<file path="src/rtl/multi_port_mem_bus.sv">
// Shared word RAM behind an N-port round-robin bus.
// One transaction in flight; one done pulse per request.
module multi_port_mem_bus #(
  parameter int NPORTS = 2,
  parameter int WW     = 16,
  parameter int AW     = 16,
  parameter int DEPTH  = 256,
  parameter int LAT    = 2
) (
  input  logic                       clk,
  input  logic                       reset,
  input  logic [2*NPORTS-1:0]        rwFromCache,
  input  logic [AW*NPORTS-1:0]       addrFromCache,
  input  logic [WW*NPORTS-1:0]       dataFromCache,
  output logic [WW*NPORTS-1:0]       dataToCache,
  output logic [NPORTS-1:0]          rdEnToCache,
  output logic [NPORTS-1:0]          wbDoneToCache,
  output logic                       busy,
  output logic [$clog2(NPORTS)-1:0]  grantIdx
);

  localparam int PW = $clog2(NPORTS);
  localparam int IW = $clog2(DEPTH);
  localparam int CW = (LAT > 1) ? $clog2(LAT) : 1;

  typedef enum logic [1:0] {
    IDLE,
    ACCESS,
    RESP
  } state_e;

  state_e          state_q, state_d;
  logic [CW-1:0]   cnt_q, cnt_d;
  logic [PW-1:0]   gnt_q, gnt_d;
  logic [PW-1:0]   rr_q, rr_d;
  logic            wr_q, wr_d;
  logic [AW-1:0]   addr_q, addr_d;
  logic [WW-1:0]   wdata_q, wdata_d;
  logic [WW-1:0]   rdata_q [NPORTS];
  logic [WW-1:0]   rdata_d [NPORTS];

  logic [WW-1:0]   mem [DEPTH];
  logic            mem_we;
  logic [IW-1:0]   idx;

  logic [1:0]      rw_a   [NPORTS];
  logic [AW-1:0]   addr_a [NPORTS];
  logic [WW-1:0]   data_a [NPORTS];
  logic [NPORTS-1:0] req;
  logic            found;
  logic [PW:0]     ksum;
  logic [PW-1:0]   k;

  // Upper address bits only alias onto the same word.
  logic            unused_addr;
  assign unused_addr = ^addr_q;
  assign idx = addr_q[IW-1:0];

  always_comb begin
    req = '0;
    for (int p = 0; p < NPORTS; p++) begin
      rw_a[p]   = rwFromCache[2*p +: 2];
      addr_a[p] = addrFromCache[p*AW +: AW];
      data_a[p] = dataFromCache[p*WW +: WW];
      req[p]    = (rw_a[p] == 2'b01) ||
                  (rw_a[p] == 2'b10);
    end
  end

  always_comb begin
    state_d = state_q;
    cnt_d   = cnt_q;
    gnt_d   = gnt_q;
    rr_d    = rr_q;
    wr_d    = wr_q;
    addr_d  = addr_q;
    wdata_d = wdata_q;
    rdata_d = rdata_q;
    mem_we  = 1'b0;
    found   = 1'b0;
    ksum    = '0;
    k       = '0;
    unique case (state_q)
      IDLE: begin
        for (int i = 0; i < NPORTS; i++) begin
          ksum = {1'b0, rr_q} + (PW+1)'(i);
          if (ksum >= (PW+1)'(NPORTS))
            ksum = ksum - (PW+1)'(NPORTS);
          k = ksum[PW-1:0];
          if (!found && req[k]) begin
            found   = 1'b1;
            gnt_d   = k;
            wr_d    = rw_a[k][1];
            addr_d  = addr_a[k];
            wdata_d = data_a[k];
          end
        end
        if (found) begin
          state_d = ACCESS;
          cnt_d   = CW'(LAT - 1);
        end
      end
      ACCESS: begin
        if (cnt_q == '0) begin
          if (wr_q) mem_we = 1'b1;
          else rdata_d[gnt_q] = mem[idx];
          state_d = RESP;
        end else begin
          cnt_d = cnt_q - 1'b1;
        end
      end
      RESP: begin
        rr_d = (gnt_q == PW'(NPORTS - 1)) ?
               '0 : gnt_q + 1'b1;
        state_d = IDLE;
      end
      default: state_d = IDLE;
    endcase
  end

  always_ff @(posedge clk) begin
    if (!reset) begin
      state_q <= IDLE;
      cnt_q   <= '0;
      gnt_q   <= '0;
      rr_q    <= '0;
      wr_q    <= 1'b0;
      addr_q  <= '0;
      wdata_q <= '0;
      for (int p = 0; p < NPORTS; p++)
        rdata_q[p] <= '0;
    end else begin
      state_q <= state_d;
      cnt_q   <= cnt_d;
      gnt_q   <= gnt_d;
      rr_q    <= rr_d;
      wr_q    <= wr_d;
      addr_q  <= addr_d;
      wdata_q <= wdata_d;
      rdata_q <= rdata_d;
    end
  end

  // A reset on the commit edge drops the pending write.
  always_ff @(posedge clk) begin
    if (reset && mem_we)
      mem[idx] <= wdata_q;
  end

  always_comb begin
    rdEnToCache   = '0;
    wbDoneToCache = '0;
    if (state_q == RESP) begin
      if (wr_q) wbDoneToCache[gnt_q] = 1'b1;
      else      rdEnToCache[gnt_q]   = 1'b1;
    end
  end

  always_comb begin
    dataToCache = '0;
    for (int p = 0; p < NPORTS; p++)
      dataToCache[p*WW +: WW] = rdata_q[p];
  end

  assign busy     = (state_q != IDLE);
  assign grantIdx = gnt_q;

endmodule

</file>
<file path="config.mk">
export PLATFORM = sky130hd
export DESIGN_NAME = multi_port_mem_bus
export DESIGN_NICKNAME = d
export VERILOG_FILES = /design/src/rtl/multi_port_mem_bus.sv
export SDC_FILE = /design/constraint.sdc
export NUM_CORES = 2
export LEC_CHECK = 0
export CAP_MARGIN = 5
export CORE_MARGIN = 1
export CORE_UTILIZATION = 52
export DETAILED_ROUTE_END_ITERATION = 6
export PLACE_DENSITY = 0.68
export SLEW_MARGIN = 30
export SYNTH_ARGS = -nofsm -noshare
export SYNTH_HDL_FRONTEND = slang
export SYNTH_SLANG_ARGS = --single-unit
</file>
<file path="constraint.sdc">
create_clock -name clk -period 5.4 [get_ports clk]
set_input_delay 0.54 -clock clk [delete_from_list [all_inputs] [get_ports clk]]
set_output_delay 0.54 -clock clk [all_outputs]
set_load 0.05 [all_outputs]
</file>
After elaboration in Yosys (flattened, before gate mapping)
Memory sizes are Yosys's and may differ from the RTL's. A register that Yosys moved wholly into a read port is not among the register bits.
Cells that the tools add are included.
{"block": "totals", "regBits": 62, "ram_bits": 4096, "in_bits": 70, "output_inout_bits": 38, "mem_count": 1}
{"block": "classes", "n_addsub": 5, "n_lt_le_gt_ge": 10, "n_eq_ne": 8, "n_mux": 61, "bitwise_logic": 5, "n_reduce_logical": 15}
{"memory": "mem", "depth": 256, "word_bits": 16, "rd": 1, "rd_clocked_by_memory_dff": 1, "wr": 1, "line": "42", "source": "logic [WW-1:0] mem [DEPTH];"}
{"op": "$mux W16", "n": 9}
{"op": "$mux W8", "n": 10}
{"op": "$bwmux W32", "n": 1}
{"op": "$mux W1", "n": 25}
{"op": "$mux W2", "n": 12}
{"op": "$demux W16 S1", "n": 1}
{"op": "$ge A2 B2 Y1 const B", "n": 4}
{"op": "$eq A2 B1 Y1 const B", "n": 3}
{"op": "$eq A2 B2 Y1 const B", "n": 3}
{"op": "$lt A1 B2 Y1 const B", "n": 3}
{"op": "$not A1 Y2", "n": 3}
{"op": "$reduce_and A2 Y1", "n": 3}
{"op": "$reduce_bool A2 Y1", "n": 3}
{"op": "$logic_and A1 B1 Y1", "n": 4}
{"op": "$ne A2 B2 Y1 const B", "n": 2}
{"op": "$pmux W2 S2", "n": 1}
{"op": "$reduce_and A3 Y1", "n": 1}
{"op": "$sub A1 B1 Y1 const B", "n": 3}
{"op": "$add A1 B1 Y2 const B", "n": 1}
{"op": "$ge A1 B2 Y1 const B", "n": 1}
{"op": "$logic_not A2 Y1", "n": 1}
{"op": "$logic_or A1 B1 Y1", "n": 2}
{"op": "$lt A2 B1 Y1 const B", "n": 1}
{"op": "$not A1 Y1", "n": 2}
{"op": "other kinds (5)", "n": 5}

Longest topological paths before layout
{"block": "logic_depth", "ltp_word": 13, "depth_mapped": 13}

Worst setup path before layout
OpenSTA, ideal clock, no wires.
{"block": "synth_path", "path_type": "register to register", "startpoint": "register wdata_q[0]", "endpoint": "memory mem[0][0], data pin", "setup_time_ns": 0.856, "arrival_time_ns": 3.398, "required_ns": 4.544, "setup_slack_ns": 1.147, "stages_incl_launch_ff": 1, "n_path_buf": 0, "path_cell_list": "dfxtp_1"}
{"element": "start, declared", "line": "38", "source": "logic [WW-1:0] wdata_q, wdata_d;"}
{"element": "start signal, assigned", "line": "139", "source": "wdata_q <= wdata_d;"}
{"element": "end, declared", "line": "42"}
No word-level cell before the write port.

==> out/metrics.cfg <==
[cts]
cts-root-buf = clkbuf_16
clock_path_buffers = 4
cts_resized = 0
clock_sinks = 4166
hold_buffers = 0
cts_made_buffers = 404
clk_pin_slew_ns = 0.07
post_cts_buffers = 0
cts_tree = yes
worstSkewPairLatency_ns = 0.97
htreeDepth = 5

[grt]
gr-total-overflow = 0
grt_max_degree = 237
grt_usage = 0.282
grt_antenna_before_repair = 18
grt_pass1_vias = 79900
grt_pass1_wl_um = 611000

[sta]
rsz0062_at_grt = false
min_period_ns = 4.70
relSlewSlack = 0.211
fin_skew_ns = 0.0482
setup_tns_ns = 0
worstMarginPinSlew_ns = 1.18
final_hold_viol_count = 0
slew_violations = 0
fin_hold_ws_ns = 0.313
fmax_ghz = 0.213
setup_violations = 0
period_share = 0.870

[layout]
area_delta_synth_final_pct = 13.9
layout-drive-gt1-share = 0.277
fin_nets = 7931
final_cell_count_no_fill = 12300

[routing]
drc = 0
vias = 81200
wl_um = 435000
viasPerCell = 6.59
firstDrtPassIters = 6
ant_nets = 0
drt-initial-drc-count = 12600
wire_per_inst_um = 35.3

[placement]
dpl.hpwl_um = 262000
dp_cells = 11500
port_buffers = 91
place.gp.congestion = 0.875

[hold_path]
holdPathEnd = wdata_q[14]
worst_hold_startpoint = dataFromCache[14]
whs_path_depth = 4
hold_class = in -> reg

[floorplanning]
die_w_um = 556
pin_count = 108
initial_utilization = 0.523
rows = 203
die_h_um = 556
die_area_mm2 = 0.309
core-area_mm2 = 0.306

[logic_synthesis]
syn_inst = 7241
syn-cell-area_mm2 = 0.160
syn_avg_cell_area_um2 = 22.1
synth.top_cell.area_share = 0.770
synth.most_common_cell = edfxtp_1
yosys_warnings = 0
ys_seq_area_frac = 0.779
ys_ff_latch = 4166
synth_area_leaders = edfxtp_1, mux4_2, mux2i_1, dfxtp_1, nor2_1
async_flop_share = 0
ys_top_cells_by_count = edfxtp_1, mux4_2, nor2_1, mux2i_1, a22oi_1
synth_top_area_cell = edfxtp_1
ys.flop_type = edfxtp_1
synth-edff-count = 4096
ys_types = 81
syn_nets = 7311

[setup_path]
worstPathArrival_ns = 5.56
r2r_end = dataToCache[18]
cp_max_fo = 46
cp.required_ns = 6.26
crit_path_start_kind = flip-flop
reg2reg_slack_ns = 0.70
cp-end-kind = flip-flop
path_class = reg -> reg
reg2reg_depth = 10

[outcome]
status = finished, final reports clean

[flow_run]
cap_violations = 0

[power]
powerDensity_mw_per_mm2 = 419
p_leak_nw = 56.9
worst_ir_drop_vdd_v = 0.000355

worst max-delay path, cell delays in order, from the launching register on:
cell and delay [ns]:
dfxtp_4 1.01, buf_4 0.47, buf_4 0.28, mux4_2 0.21, mux2i_1 0.09, a211oi_1 0.86, a41oi_1 0.54, o41ai_1 0.25
buf_4 0.26, o311ai_1 0.27, o21ai_1 0.29
state kept, by name (all words and copies together), names as in the netlist, named ones only:
name	cells
wr_q	1
grantIdx	1
dataToCache	32
wdata_q	16
cnt_q	1
rr_q	1
state_q	2
mem	4096
addr_q	8
metrics by stage:
stage                     power, mW  setup slack [ns]  utilization  area (um2)
after global routing           77.9             0.645        0.595      182000
after global placement         47.9             0.406        0.550      168000
after CTS                      76.2             0.729        0.594      182000
final                          76.2             0.700        0.595      182000
after floorplan                44.0              1.15            -      160000
after detailed placement       48.1             0.728        0.550      168000
cell type report:
class	instances	area (um2)
antenna	12	30.0
sequential	4166	124000
fill	21000	124000
multi-input combinational	2644	33100
inverter	8	32.5
tap	4100	5130
clock inverter	260	2900
clock buffer	482	10500
timing repair buffer	637	5780
routing by layer:
metal	GRT usage	share of wire	vias up
met5	0	0.00019	-
met4	0.113	0.045	10
met3	0.0717	0.12	867
met2	0.429	0.46	5285
met1	0.393	0.37	43000
li1	-	-	32000
cells by family (layout without fill, tap and decap cells):
kind of cell	count (synthesis)	in the layout	share of synthesized area
DFF	4166	4166	0.779
muxes	1226	1226	0.154
and+or+nand+nor	722	722	0.0208
AOI/OAI and AO/OA	693	693	0.0305
buffers and inverters	431	1387	0.0159
xor gates and xnor gates	2	2	0.000110
adders and majority gates	1	1	0.0000627
other	0	12	0
worst max-delay path by stage:
stage,startpoint,endpoint
3_3_place_gp,flip-flop,dataToCache[15]
3_5_place_dp,flip-flop,dataToCache[15]
5_1_grt,flip-flop,dataToCache[15]
4_1_cts,flip-flop,dataToCache[15]
6_report,flip-flop,dataToCache[18]
2_1_floorplan,wdata_q[0],mem[0][0]
cells in the final DEF (no fill, tap or decap), types with 14 or more instances in the layout:
| cell type | Yosys | layout |
|---|---|---|
| a211oi_1 | 43 | 42 |
| a21oi_1 | 74 | 73 |
| a221oi_1 | 24 | 24 |
| a22oi_1 | 147 | 147 |
| a31oi_1 | 17 | 17 |
| buf_12 | 0 | 46 |
| buf_4 | 108 | 486 |
| bufinv_16 | 0 | 52 |
| clkbuf_1 | 144 | 73 |
| clkbuf_16 | 0 | 407 |
| clkdlybuf4s50_1 | 0 | 91 |
| clkinv_1 | 0 | 80 |
| clkinv_2 | 0 | 87 |
| clkinvlp_4 | 0 | 14 |
| dfxtp_1 | 70 | 47 |
| dfxtp_4 | 0 | 21 |
| edfxtp_1 | 4096 | 4096 |
| mux2_2 | 31 | 31 |
| mux2i_1 | 219 | 219 |
| mux4_2 | 976 | 976 |
| nand2_1 | 144 | 134 |
| nand2b_1 | 20 | 17 |
| nand3_1 | 50 | 46 |
| nor2_1 | 322 | 277 |
| nor2_2 | 0 | 38 |
| nor2b_1 | 41 | 34 |
| nor3_1 | 48 | 47 |
| o211a_1 | 26 | 26 |
| o211ai_1 | 14 | 14 |
| o21ai_0 | 77 | 73 |
| o221ai_1 | 29 | 29 |
| o22ai_1 | 142 | 142 |
power breakdown:
group / internal (mW) / total [mW] / switching [mW]
clock: 16.4 / 28.6 / 12.2
sequential: 36.8 / 37.2 / 0.428
combinational: 3.59 / 10.4 / 6.79
(Power assumes the default switching activity.)
